File: config.mk
export PLATFORM = sky130hd
export DESIGN_NAME = rr_arb4
export DESIGN_NICKNAME = d
export VERILOG_FILES = /design/src/rtl/arb_pkg.sv /design/src/rtl/decode24_case.sv /design/src/rtl/rr_arb4.sv
export SDC_FILE = /design/constraint.sdc
export NUM_CORES = 1
export LEC_CHECK = 0
export CORE_AREA = 3 3 40 42
export CTS_BUF_LIST = sky130_fd_sc_hd__clkbuf_16
export DETAILED_ROUTE_END_ITERATION = 10
export DIE_AREA = 0 0 43 45
export GPL_TIMING_DRIVEN = 0
export PLACE_DENSITY = 0.72
export SLEW_MARGIN = 25
export SYNTH_ARGS = -nofsm -noshare
export SYNTH_HDL_FRONTEND = slang
export SYNTH_SLANG_ARGS = --single-unit
File: constraint.sdc
create_clock -name clk -period 4.4 [get_ports clk]
set_input_delay 0.44 -clock clk [delete_from_list [all_inputs] [get_ports clk]]
set_output_delay 0.44 -clock clk [all_outputs]
set_load 0.01 [all_outputs]
File: src/rtl/arb_pkg.sv
// Shared types and constants for the four-way round-robin arbiter.
package arb_pkg;

  typedef enum logic {
    IDLE  = 1'b0,
    GRANT = 1'b1
  } arb_state_t;

  localparam int ARB_N = 4;

endpackage

File: src/rtl/decode24_case.sv
// 2-to-4 enable decoder: one-hot y selected by x while en is high, all low otherwise.
module decode24_case (
  input  logic [1:0] x,
  input  logic       en,
  output logic [3:0] y
);

  // Case-based decode gated by the enable.
  always_comb begin
    y = 4'b0000;
    if (en) begin
      case (x)
        2'd0:    y = 4'b0001;
        2'd1:    y = 4'b0010;
        2'd2:    y = 4'b0100;
        2'd3:    y = 4'b1000;
        default: y = 4'b0000;
      endcase
    end
  end

endmodule

File: src/rtl/rr_arb4.sv
// Four-way round-robin arbiter with hold timeout and a mandatory dead cycle
// between owners. Outputs come only from registers (gnt is a decode of them).
//
// state | meaning
// ------+-------------------------------------------
// IDLE  | no grant; arbitrate when en && |req
// GRANT | gnt_idx owns the resource; hold_cnt counts
module rr_arb4
  import arb_pkg::*;
#(
  parameter int MAX_HOLD = 8
) (
  input  logic             clk,
  input  logic             rst_n,
  input  logic             en,
  input  logic [ARB_N-1:0] req,
  output logic [ARB_N-1:0] gnt,
  output logic [1:0]       gnt_idx,
  output logic             gnt_vld,
  output logic             timeout
);

  // A zero MAX_HOLD disables the limit but still needs a 1-bit counter.
  localparam int HW = (MAX_HOLD < 1) ? 1 : $clog2(MAX_HOLD + 1);
  localparam logic [HW-1:0] HOLD_LAST = HW'((MAX_HOLD > 0) ? (MAX_HOLD - 1) : 0);

  arb_state_t    state, state_nxt;
  logic [1:0]    ptr, ptr_nxt;
  logic [1:0]    idx_nxt;
  logic [HW-1:0] hold_cnt, cnt_nxt;
  logic          to_nxt;
  logic [2:0]    pick;
  logic          hold_expire;

  // Returns {found, index} of the first request at or after p, wrapping mod 4.
  // The loop runs from the farthest offset down so the nearest one wins.
  function automatic logic [2:0] rr_pick(input logic [ARB_N-1:0] r, input logic [1:0] p);
    logic [2:0] res;
    logic [1:0] idx;
    res = 3'b000;
    for (int k = ARB_N - 1; k >= 0; k--) begin
      idx = p + 2'(k);
      if (r[idx]) res = {1'b1, idx};
    end
    return res;
  endfunction

  assign pick        = rr_pick(req, ptr);
  assign hold_expire = (MAX_HOLD != 0) && (hold_cnt == HOLD_LAST);
  assign gnt_vld     = (state == GRANT);

  // Next-state logic: voluntary release and enable drop outrank the timeout.
  always_comb begin
    state_nxt = state;
    idx_nxt   = gnt_idx;
    ptr_nxt   = ptr;
    cnt_nxt   = hold_cnt;
    to_nxt    = 1'b0;
    case (state)
      IDLE: begin
        cnt_nxt = '0;
        if (en && pick[2]) begin
          state_nxt = GRANT;
          idx_nxt   = pick[1:0];
        end
      end
      GRANT: begin
        if (!req[gnt_idx] || !en) begin
          state_nxt = IDLE;
          ptr_nxt   = gnt_idx + 2'd1;
          cnt_nxt   = '0;
        end else if (hold_expire) begin
          state_nxt = IDLE;
          ptr_nxt   = gnt_idx + 2'd1;
          cnt_nxt   = '0;
          to_nxt    = 1'b1;
        end else begin
          cnt_nxt = hold_cnt + HW'(1);
        end
      end
      default: begin
        state_nxt = IDLE;
        cnt_nxt   = '0;
      end
    endcase
  end

  // State, pointer, owner, hold counter and timeout pulse registers.
  always_ff @(posedge clk or negedge rst_n) begin
    if (!rst_n) begin
      state    <= IDLE;
      ptr      <= 2'd0;
      gnt_idx  <= 2'd0;
      hold_cnt <= '0;
      timeout  <= 1'b0;
    end else begin
      state    <= state_nxt;
      ptr      <= ptr_nxt;
      gnt_idx  <= idx_nxt;
      hold_cnt <= cnt_nxt;
      timeout  <= to_nxt;
    end
  end

  decode24_case u_dec (
    .x  (gnt_idx),
    .en (gnt_vld),
    .y  (gnt)
  );

endmodule
Yosys cells after proc, flatten, opt, wreduce, memory -nomap -nowiden

Index checks and enable logic that the tools add are counted.

Register bits: 10
Input port bits: 7
Output and inout port bits: 8

$add $sub $neg: 5
Order comparisons: 5
Equal/unequal tests: 4
Muxes and demuxes: 28
Bitwise gates (word level): 1
Reduce and logical (&&, ||, !) cells: 8

Operators with widths:

| cell                  | count |
|---|---|
| $pmux W4 S4           | 1 |
| $lt A2 B3 Y1 const B  | 5 |
| $mux W3               | 4 |
| $mux W4               | 3 |
| $mux W1               | 11 |
| $bmux W1 S2           | 5 |
| $pmux W4 S2           | 1 |
| $add A2 B1 Y2 const B | 2 |
| $add A2 B2 Y2 const B | 2 |
| $add A4 B1 Y4 const B | 1 |
| $eq A2 B2 Y1 const B  | 2 |
| $eq A4 B3 Y1 const B  | 1 |
| $mux W2               | 2 |
| $reduce_and A2 Y1     | 2 |
| $eq A2 B1 Y1 const B  | 1 |
| $logic_not A1 Y1      | 2 |
| $logic_not A2 Y1      | 1 |
| $pmux W1 S2           | 1 |
| $reduce_bool A2 Y1    | 1 |
| $logic_and A1 B1 Y1   | 1 |
| $logic_or A1 B1 Y1    | 1 |
| $not A1 Y1            | 1 |

Longest topological paths before layout

Gate-level depths: netlist of run 1.

Depth after elaboration: 10
Gate-level depth with buffers: 5
Gate-level depth less buffers: 5

Modules after synthesis

From an unflattened synthesis of run 1, not the netlist that was laid out.

Cells, all modules: 56
Area total of the unflattened synthesis: 586.8 um^2

By module, submodules not included:

| module        | times used | cells each | area an instance (um^2) | seq. area each (um^2) |
|---|---|---|---|---|
| rr_arb4       | 1          | 52         | 549.3                   | 250.2 |
| decode24_case | 1          | 4          | 37.5                    | 0.0 |

Least setup slack after synthesis of run 1

No wires, ideal clock.

Path kind: reg-to-reg
Start: reg gnt_idx[1]
End: reg ptr[0]
Library setup time: 0.080 ns
Data arrival time: 1.417 ns
Required time: 4.320 ns
Path slack: 2.903 ns
Cell stages (with the launch flop): 4
Cells stage by stage: dfrtp_1 -> mux4_2 -> a31oi_4 -> mux2i_1

Longest elaborated chain between the ends: 6

RTL lines:

| element                           | RTL line      | text |
|---|---|---|
| start: declaration                | rr_arb4.sv:18 | `output logic [1:0] gnt_idx,` |
| start signal: assignment          | rr_arb4.sv:99 | `gnt_idx <= idx_nxt;` |
| $bmux W1 S2 (*)                   | rr_arb4.sv:68 | `if (!req[gnt_idx] \|\| !en) begin` |
| $mux W1 (not written as such) (*) | rr_arb4.sv:68 |  |
| $logic_not A1 Y1 (*)              | rr_arb4.sv:68 |  |
| $logic_or A1 B1 Y1 (*)            | rr_arb4.sv:68 |  |
| $reduce_bool A2 Y1 (no line)      | -             |  |
| $reduce_and A2 Y1 (no line)       | -             |  |
| end signal: assignment            | rr_arb4.sv:98 | `ptr <= ptr_nxt;` |
| end: declaration                  | rr_arb4.sv:28 | `logic [1:0] ptr, ptr_nxt;` |

Every way passes the cells marked *; elsewhere a longest branch is shown, timed or not. The select of a mux whose other input is x is not followed.
A chain may end at the register's enable or synchronous reset.

Worst setup path in the final report of run 1

Start: reg gnt_idx[0]
End: out gnt[0]

Longest elaborated chain between the ends: 3

RTL lines:

| element                                    | RTL line            | text |
|---|---|---|
| $eq A2 B2 Y1, or another cell as far along | decode24_case.sv:12 | `case (x)` |
| $pmux W4 S4 (*)                            | decode24_case.sv:12 |  |
| $mux W4 (*)                                | decode24_case.sv:11 | `if (en) begin` |
| end: declaration                           | rr_arb4.sv:17       | `output logic [ARB_N-1:0] gnt,` |

Every way passes the cells marked *; elsewhere a longest branch is shown, timed or not.

==> results of run 1 <==
## critical path, stage by stage (launching register included)
cell,delay [ns]
dfrtp_1,0.47
inv_1,0.10
ha_1,0.20
and2_1,0.14
clkdlybuf4s50_1,0.47
## cells by family after synthesis
logic type	count (synthesis)	share of synthesized area, %
buffers and inverters	6	3.77
DFF	10	41.9
AOI/OAI and AO/OA	10	12.6
and+or+nand+nor	25	22.8
muxes	2	5.45
adders and majority gates	5	10.5
xor gates and xnor gates	2	2.94
## worst min-delay path by stage
stage	startpoint	end	cells after the start
floorplan	rst_n	gnt_idx[0]$_DFFE_PN0P_	0
global placement	hold_cnt[0]$_DFF_PN0_	hold_cnt[0]$_DFF_PN0_	1
detailed placement	hold_cnt[0]$_DFF_PN0_	hold_cnt[0]$_DFF_PN0_	1
CTS	hold_cnt[0]$_DFF_PN0_	hold_cnt[0]$_DFF_PN0_	1
global route	hold_cnt[0]$_DFF_PN0_	hold_cnt[0]$_DFF_PN0_	1
finish	hold_cnt[0]$_DFF_PN0_	hold_cnt[0]$_DFF_PN0_	1
## layer usage
layer  GRT usage, %  part of all wire [%]  up-vias
met3           4.78                   4.7        2
li1               -                     -      246
met5              0                     0        -
met4           7.23                  0.70        0
met2           22.2                    46       13
met1           20.1                    49      214
## cell usage in the layout, fill, tap and decap left out
cell,synthesis,routed
clkdlybuf4s50_1,0,14
dfrtp_1,10,10
inv_1,6,6
and2_1,5,5
o21ai_0,5,5
ha_1,5,5
nor2_1,4,4
nand2_1,4,4
nand3_1,3,3
nor3_1,3,3
clkbuf_16,0,3
nor2b_1,2,2
mux4_2,1,1
xnor2_1,1,1
and4_2,1,1
xor2_1,1,1
nor4_1,1,1
nand3b_1,1,1
a31oi_4,1,1
a221oi_1,1,1
o22ai_1,1,1
or3b_2,1,1
mux2i_1,1,1
a21oi_1,1,1
o2bb2ai_1,1,1
clkinv_1,0,1
## where the power goes
part / switching, mW / leakage, nW / internal (mW)
registers: 0.0246 / 0.130 / 0.110
logic: 0.0558 / 0.193 / 0.0643
clock network: 0.0380 / 0.0385 / 0.119
total: 0.118 / 0.362 / 0.293
## state kept, by name (all words and copies together), names as in the netlist
signal and flops:
hold_cnt 4, gnt_idx 2, ptr 2, gnt_vld 1, timeout 1
## area by class of cell
cell class                      count  area (um^2)
Fill cell                         113          450
Timing Repair Buffer               14          140
Clock buffer                        3         75.1
Sequential cell                    10          250
Clock inverter                      1         3.75
Multi-Input combinational cell     44          324
Inverter                            6         22.5
Tap cell                           15         18.8
## through the flow
stage | worst slack (ns) | utilization [%] | cell area, um^2 | std cells | total power, mW
2_1_floorplan | 2.90 | - | 597 | 60 | 0.201
3_3_place_gp | 2.41 | 58.8 | 756 | 89 | 0.255
3_5_place_dp | 2.37 | 58.8 | 756 | 89 | 0.259
4_1_cts | 2.34 | 64.9 | 835 | 93 | 0.418
5_1_grt | 2.23 | 64.9 | 835 | 93 | 0.445
6_report | 2.35 | 64.9 | 835 | 93 | 0.412
==> flow_summary.yaml, run 1 <==
clocking:
  clk_pin_slew_worst_paths_ns: 0.04
  clock_latency_ns: 0.23
  cts_tree: "yes"
  clockBufferDepth: 2
  cts_hold_repair.buffers: 0
  postCtsResizedCells: 0
  cts_buffers: 3
  cts.sinks: 10
  cts-root-buf: "clkbuf_16"
  postCtsSetupRepairBufs: 0
  h-tree-depth: 1
placed_design:
  gp_congestion: 0.686
  dp_hpwl_um: 892
  io_buffers: 14
yosys:
  ys_ff_latch: 10
  ys_seq_area_share_pct: 41.9
  synth_top_area_share_pct: 41.9
  synth_cells: 60
  yosys_most_used_dff: "dfrtp_1"
  synth_top_area_cell: "dfrtp_1"
  synth_area_leaders: "dfrtp_1, ha_1, and2_1, o21ai_0, inv_1"
  synth.avg_cell_area_um2: 9.95
  yosys_warnings: 0
  syn_area_um2: 597
  synth_enable_flop_cells: 0
  ys_async_sr_fraction_pct: 100
  postSynthNetCount: 72
  synth_cell_types: 23
  yosysMostFrequentCell: "dfrtp_1"
  synth_common_cells: "dfrtp_1, inv_1, and2_1, ha_1, o21ai_0"
sta:
  period_share_pct: 46.7
  finalHoldViolCount: 0
  rsz0062_at_grt: "false"
  report.final.slew_viol_count: 0
  worst_pin_slew_ns: 0.434
  slew_headroom_pct: 71.0
  tns_ns: 0
  finClkSkew_ns: 0.000584
  setup_viol_count_final: 0
  fin_crit_ns: 2.05
  fmax_mhz: 487
  hold_slack_ns: 0.468
run_status:
  status: "completed"
global_route:
  grtUsageTotal_pct: 15.0
  grt_pass1_wl_um: 2140
  grt_max_degree: 12
  gr-total-overflow: 0
  first_global_vias: 478
  antenna_found_initial: 0
floorplan:
  ioPinCount: 15
  die_h_um: 45
  die_area_mm2: 0.00194
  coreArea_mm2: 0.00128
  core.rowCount: 13
  start_util_pct: 46.4
  die_w_um: 43
drt:
  ant_nets: 0
  drt-pass1-iter-count: 4
  routed_wl_um: 1150
  viasPerCell: 5.11
  wire_per_inst_um: 12.3
  drtIter0Drc: 5
  drc: 0
  vias: 475
hold_path:
  min_path_type: "reg -> reg"
final_layout:
  drive_gt1_share_pct: 8.97
  layout.nets: 91
  diodes: 0
  areaGrowthSynthToFinish_pct: 39.8
worst_setup_path:
  reg2reg_depth: 3
  critPathKind: "reg -> out"
  reg2reg_to: "ptr[0]$_DFFE_PN0P_"
  r2r_start: "gnt_idx[1]$_DFFE_PN0P_"
  setup.worst_path.end_class: "primary output"
  startpoint: "gnt_idx[0]$_DFFE_PN0P_"
  worst-path-max-fanout: 7
  cp-endpoint: "gnt[0]"
  required_ns: 3.96
  arrival_ns: 1.61
  worst_setup_path_start_kind: "register"
  reg2reg_slack_ns: 2.86
power:
  irDropWorstVdd_mv: 0.267
  leakage_nw: 0.362
  powerDensity_mw_per_mm2: 493
flow_run:
  maxCapViolCount: 0
No activity file was read; power rests on OpenSTA's default activity.
==> run 2: changes to the inputs <==
--- a/config.mk
+++ b/config.mk
@@ -5,12 +5,12 @@
 export SDC_FILE = /design/constraint.sdc
 export NUM_CORES = 1
 export LEC_CHECK = 0
-export CORE_AREA = 3 3 40 42
+export CORE_MARGIN = 3
+export CORE_UTILIZATION = 46
 export CTS_BUF_LIST = sky130_fd_sc_hd__clkbuf_16
 export DETAILED_ROUTE_END_ITERATION = 10
-export DIE_AREA = 0 0 43 45
 export GPL_TIMING_DRIVEN = 0
-export PLACE_DENSITY = 0.72
+export PLACE_DENSITY = 0.74
 export SLEW_MARGIN = 25
 export SYNTH_ARGS = -nofsm -noshare
 export SYNTH_HDL_FRONTEND = slang
==> constraint.sdc (replaced) <==
create_clock -name clk -period 2 [get_ports clk]
set_input_delay 0.2 -clock clk [delete_from_list [all_inputs] [get_ports clk]]
set_output_delay 0.2 -clock clk [all_outputs]
set_load 0.01 [all_outputs]
==> run 2 against run 1 <==
Against the previous run:
- non-clock buffer count did not move
- sequential share of layout area barely moved
- flip-flop and latch count did not move
- cell count fell by 1.1%
- register-to-register slack got worse by 2.4 ns
- power rose by 120%
- highest routed layer unchanged
- global-route usage barely moved
- count of clock-buffer cells in the layout did not move
- worst setup slack got worse by 2.2 ns
- critical path type unchanged
- sequential power rose by 120%
==> flow_summary.yaml, run 2 (synthesis gave the netlist of run 1 again) <==
floorplan:
  start_util_pct: 51.6
  die_h_um: 42.0
  die_area_mm2: 0.00177
  core.rowCount: 12
  die_w_um: 42.0
  coreArea_mm2: 0.00116
  ioPinCount: 15
drt:
  drtIter0Drc: 4
  routed_wl_um: 1200
  wire_per_inst_um: 13.0
  drc: 0
  viasPerCell: 5.26
  vias: 484
  ant_nets: 0
  drt-pass1-iter-count: 3
global_route:
  grtUsageTotal_pct: 15.1
  first_global_vias: 455
  grt_pass1_wl_um: 1990
  gr-total-overflow: 0
  grt_max_degree: 12
  antenna_found_initial: 0
worst_setup_path:
  reg2reg_to: "ptr[0]$_DFFE_PN0P_"
  cpPeakStageDelay_ns: 0.47
  setup.worst_path.end_class: "primary output"
  r2r_start: "gnt_idx[1]$_DFFE_PN0P_"
  slowest_stage: "dfrtp_1"
  arrival_ns: 1.63
  startpoint: "gnt_idx[0]$_DFFE_PN0P_"
  cp-endpoint: "gnt[0]"
  worst-path-max-fanout: 7
  worst_setup_path_start_kind: "register"
  path_delay_family: "buffers and inverters"
  cp.buffers_inverters: 2
  required_ns: 1.80
  reg2reg_slack_ns: 0.48
  critPathKind: "reg -> out"
  cp.depth: 4
  path_cells: "inv_1, ha_1, and2_1, clkdlybuf4s50_1"
  reg2reg_depth: 3
placed_design:
  dp_hpwl_um: 888
  gp_congestion: 0.786
  io_buffers: 14
  dp_slack_ns: 0.245
sta:
  tns_ns: 0
  finalHoldViolCount: 0
  fmax_mhz: 547
  hold_slack_ns: 0.283
  setup_ws_ns: 0.170
  slew_headroom_pct: 69.8
  worst_pin_slew_ns: 0.452
  rsz0062_at_grt: "false"
  setup_viol_count_final: 0
  finClkSkew_ns: 0.00126
  period_share_pct: 91.5
  fin_crit_ns: 1.83
  report.final.slew_viol_count: 0
power:
  irDropWorstVdd_mv: 0.833
  totalPowerFinal_uw: 916
  leakage_nw: 0.362
  powerDensity_mw_per_mm2: 1100
final_layout:
  largest_reg_flops: 4
  drive_gt1_share_pct: 8.97
  layout.nets: 91
  reg_top3: "hold_cnt: 4 flops, gnt_idx: 2 flops, ptr: 2 flops"
  mostFrequentLayoutCells: "clkdlybuf4s50_1, dfrtp_1, inv_1"
  diodes: 0
  utilization_pct: 72.1
  seqCellArea_um2: 250
  multi_input_area_um2: 324
  fillers: 88
  layout_commonest_cell: "clkdlybuf4s50_1"
  areaGrowthSynthToFinish_pct: 39.6
  regMostFlops: "hold_cnt"
clocking:
  postCtsSetupRepairBufs: 0
  cts-root-buf: "clkbuf_16"
  clockBufferDepth: 2
  postCtsResizedCells: 0
  cts_hold_repair.buffers: 0
  cts.sinks: 10
  h-tree-depth: 1
  cts_buffers: 3
  clock_latency_ns: 0.23
  clk_pin_slew_worst_paths_ns: 0.04
  cts_tree: "yes"
flow_run:
  maxCapViolCount: 0
run_status:
  status: "completed"
hold_path:
  min_path_type: "in -> async"
run 2: cell counts in the layout (fill, tap and decap cells not counted):
No cell type changed its count.
run 2: per-layer routing:
metal	part of all wire [%]	vias to the layer above	routed length (um)	global-route usage (%)
met1	47	222	568	19.6
met5	0	-	0	0
met4	2.3	0	28	7.45
met2	45	11	542	22.2
li1	-	247	-	-
met3	5.1	4	61	5.15
run 2: per-stage QoR:
stage	cells	area (um^2)
floorplan	60	597
global placement	88	754
detailed placement	88	754
CTS	92	833
global route	92	833
finish	92	833
run 2: report_power, final:
group          internal [mW]  switching [mW]  total [mW]
clock                  0.262          0.0911       0.353
sequential             0.242          0.0532       0.296
combinational          0.143           0.125       0.268
total                  0.647           0.269       0.916
run 2: worst min-delay path by stage:
stage | startpoint | end
after floorplan | rst_n | gnt_idx[0]$_DFFE_PN0P_
after global placement | hold_cnt[0]$_DFF_PN0_ | hold_cnt[0]$_DFF_PN0_
after detailed placement | hold_cnt[0]$_DFF_PN0_ | hold_cnt[0]$_DFF_PN0_
after CTS | rst_n | hold_cnt[1]$_DFF_PN0_
after global routing | rst_n | hold_cnt[0]$_DFF_PN0_
final | rst_n | hold_cnt[0]$_DFF_PN0_
run 2: area by class of cell:
type	instances	area share [%]
tap	14	2.10
multi-input combinational	44	38.9
clock inverter	1	0.450
clock buffer	3	9.01
sequential	10	30.0
timing repair buffer	14	16.8
inverter	6	2.70
run 2: worst reg2reg max path: stages, from the launching register on:
cell     delay (ns)
dfrtp_1        0.43
mux4_2         0.60
a31oi_4        0.22
mux2i_1        0.20
==> run 3: changes to the inputs <==
--- a/config.mk
+++ b/config.mk
@@ -10,7 +10,7 @@
 export CTS_BUF_LIST = sky130_fd_sc_hd__clkbuf_16
 export DETAILED_ROUTE_END_ITERATION = 10
 export GPL_TIMING_DRIVEN = 0
-export PLACE_DENSITY = 0.74
+export PLACE_DENSITY = 0.8
 export SLEW_MARGIN = 25
 export SYNTH_ARGS = -nofsm -noshare
 export SYNTH_HDL_FRONTEND = slang
==> run 3 against run 2 <==
Against the previous run:
- count of clock-buffer cells in the layout stayed put
- critical endpoint unchanged
- highest routed layer is now met3
- power down 2.0%
- largest cell class unchanged
- fmax up 0.56%
==> flow_summary.yaml, run 3 (synthesis gave the netlist of run 1 again) <==
run_status:
  status: "completed"
floorplan:
  die_area_mm2: 0.00177
  ioPinCount: 15
  start_util_pct: 51.6
  die_w_um: 42.0
  core.rowCount: 12
  coreArea_mm2: 0.00116
  die_h_um: 42.0
final_layout:
  reg_top3: "hold_cnt: 4 flops, gnt_idx: 2 flops, ptr: 2 flops"
  mostFrequentLayoutCells: "clkdlybuf4s50_1, dfrtp_1, inv_1"
  drive_gt1_share_pct: 9.09
  areaGrowthSynthToFinish_pct: 39.0
  layout_commonest_cell: "clkdlybuf4s50_1"
  largest_reg_flops: 4
  utilization_pct: 71.8
  layout.nets: 91
  diodes: 0
  regMostFlops: "hold_cnt"
worst_setup_path:
  setup.worst_path.end_class: "primary output"
  cpPeakStageDelay_ns: 0.47
  required_ns: 1.80
  arrival_ns: 1.62
  r2r_start: "gnt_idx[1]$_DFFE_PN0P_"
  path_cells: "inv_1, ha_1, and2_1, clkdlybuf4s50_1"
  worst_setup_path_start_kind: "register"
  slowest_stage: "clkdlybuf4s50_1"
  reg2reg_slack_ns: 0.46
  cp.buffers_inverters: 2
  worst-path-max-fanout: 7
  reg2reg_depth: 3
  reg2reg_to: "ptr[0]$_DFFE_PN0P_"
  critPathKind: "reg -> out"
  path_delay_family: "buffers and inverters"
clocking:
  clk_pin_slew_worst_paths_ns: 0.04
  cts.sinks: 10
  cts_buffers: 3
  cts_tree: "yes"
  cts-root-buf: "clkbuf_16"
  postCtsResizedCells: 0
  clockBufferDepth: 2
  clock_latency_ns: 0.23
  postCtsSetupRepairBufs: 0
  h-tree-depth: 1
  cts_hold_repair.buffers: 0
sta:
  tns_ns: 0
  finalHoldViolCount: 0
  rsz0062_at_grt: "false"
  setup_viol_count_final: 0
  worst_pin_slew_ns: 0.425
  report.final.slew_viol_count: 0
  setup_ws_ns: 0.181
  finClkSkew_ns: 0.00252
  period_share_pct: 91.0
  slew_headroom_pct: 71.6
  fin_crit_ns: 1.82
  fmax_mhz: 550
drt:
  drc: 0
  viasPerCell: 5.24
  drt-pass1-iter-count: 4
  ant_nets: 0
  vias: 477
  drtIter0Drc: 11
  wire_per_inst_um: 12.8
  routed_wl_um: 1170
global_route:
  gr-total-overflow: 0
  grt_pass1_wl_um: 1980
  grt_max_degree: 12
  first_global_vias: 454
  grtUsageTotal_pct: 15.1
  antenna_found_initial: 0
power:
  irDropWorstVdd_mv: 0.618
  leakage_nw: 0.360
  powerDensity_mw_per_mm2: 1080
hold_path:
  min_path_type: "in -> async"
placed_design:
  dp_slack_ns: 0.229
  dp_hpwl_um: 872
  io_buffers: 14
  gp_congestion: 0.798
flow_run:
  maxCapViolCount: 0
==> run 3: cell count changes in the layout (fill, tap and decap cells not counted), sizes merged <==
| cell | previous run | this run |
|---|---|---|
| clkinv | 1 | 0 |
==> run 3: power by group <==
| group | leakage (nW) | internal [mW] | switching (mW) |
|---|---|---|---|
| registers | 0.130 | 0.243 | 0.0513 |
| clock network | 0.0370 | 0.258 | 0.0790 |
| logic | 0.193 | 0.142 | 0.125 |
==> run 3: final cells by class <==
type                       instances  area, um^2
tap                               14        17.5
clock buffer                       3        75.1
fill                              86         327
timing repair buffer              14         140
sequential                        10         250
inverter                           6        22.5
multi-input combinational         44         324
==> run 3: per-stage QoR <==
stage | total power [mW] | cells | area, um^2 | hold WS [ns]
4_1_cts | 0.909 | 91 | 830 | 0.286
6_report | 0.898 | 91 | 830 | 0.275
5_1_grt | 0.959 | 91 | 830 | 0.301
2_1_floorplan | 0.442 | 60 | 597 | -0.0956
3_3_place_gp | 0.557 | 88 | 754 | 0.460
3_5_place_dp | 0.564 | 88 | 754 | 0.467
==> run 3: worst max path at each step <==
stage	from	endpoint	slack, ns	depth (start not counted)
finish	gnt_idx[0]$_DFFE_PN0P_	gnt[0]	0.18	4
floorplan	gnt_idx[1]$_DFFE_PN0P_	ptr[0]$_DFFE_PN0P_	0.50	3
global route	gnt_idx[0]$_DFFE_PN0P_	gnt[0]	0.08	4
global placement	req[1]	ptr[0]$_DFFE_PN0P_	0.23	4
CTS	gnt_idx[0]$_DFFE_PN0P_	gnt[0]	0.15	4
detailed placement	req[1]	ptr[0]$_DFFE_PN0P_	0.23	4
==> run 3: layer usage <==
metal / share of wire [%] / wire length (um) / global-route usage (%) / vias to the layer above
li1: - / - / - / 249
met1: 46 / 535 / 18.2 / 219
met2: 49 / 566 / 24.1 / 9
met3: 5.5 / 64 / 6.44 / 0
met4: 0 / 0 / 5.59 / 0
met5: 0 / 0 / 0 / -
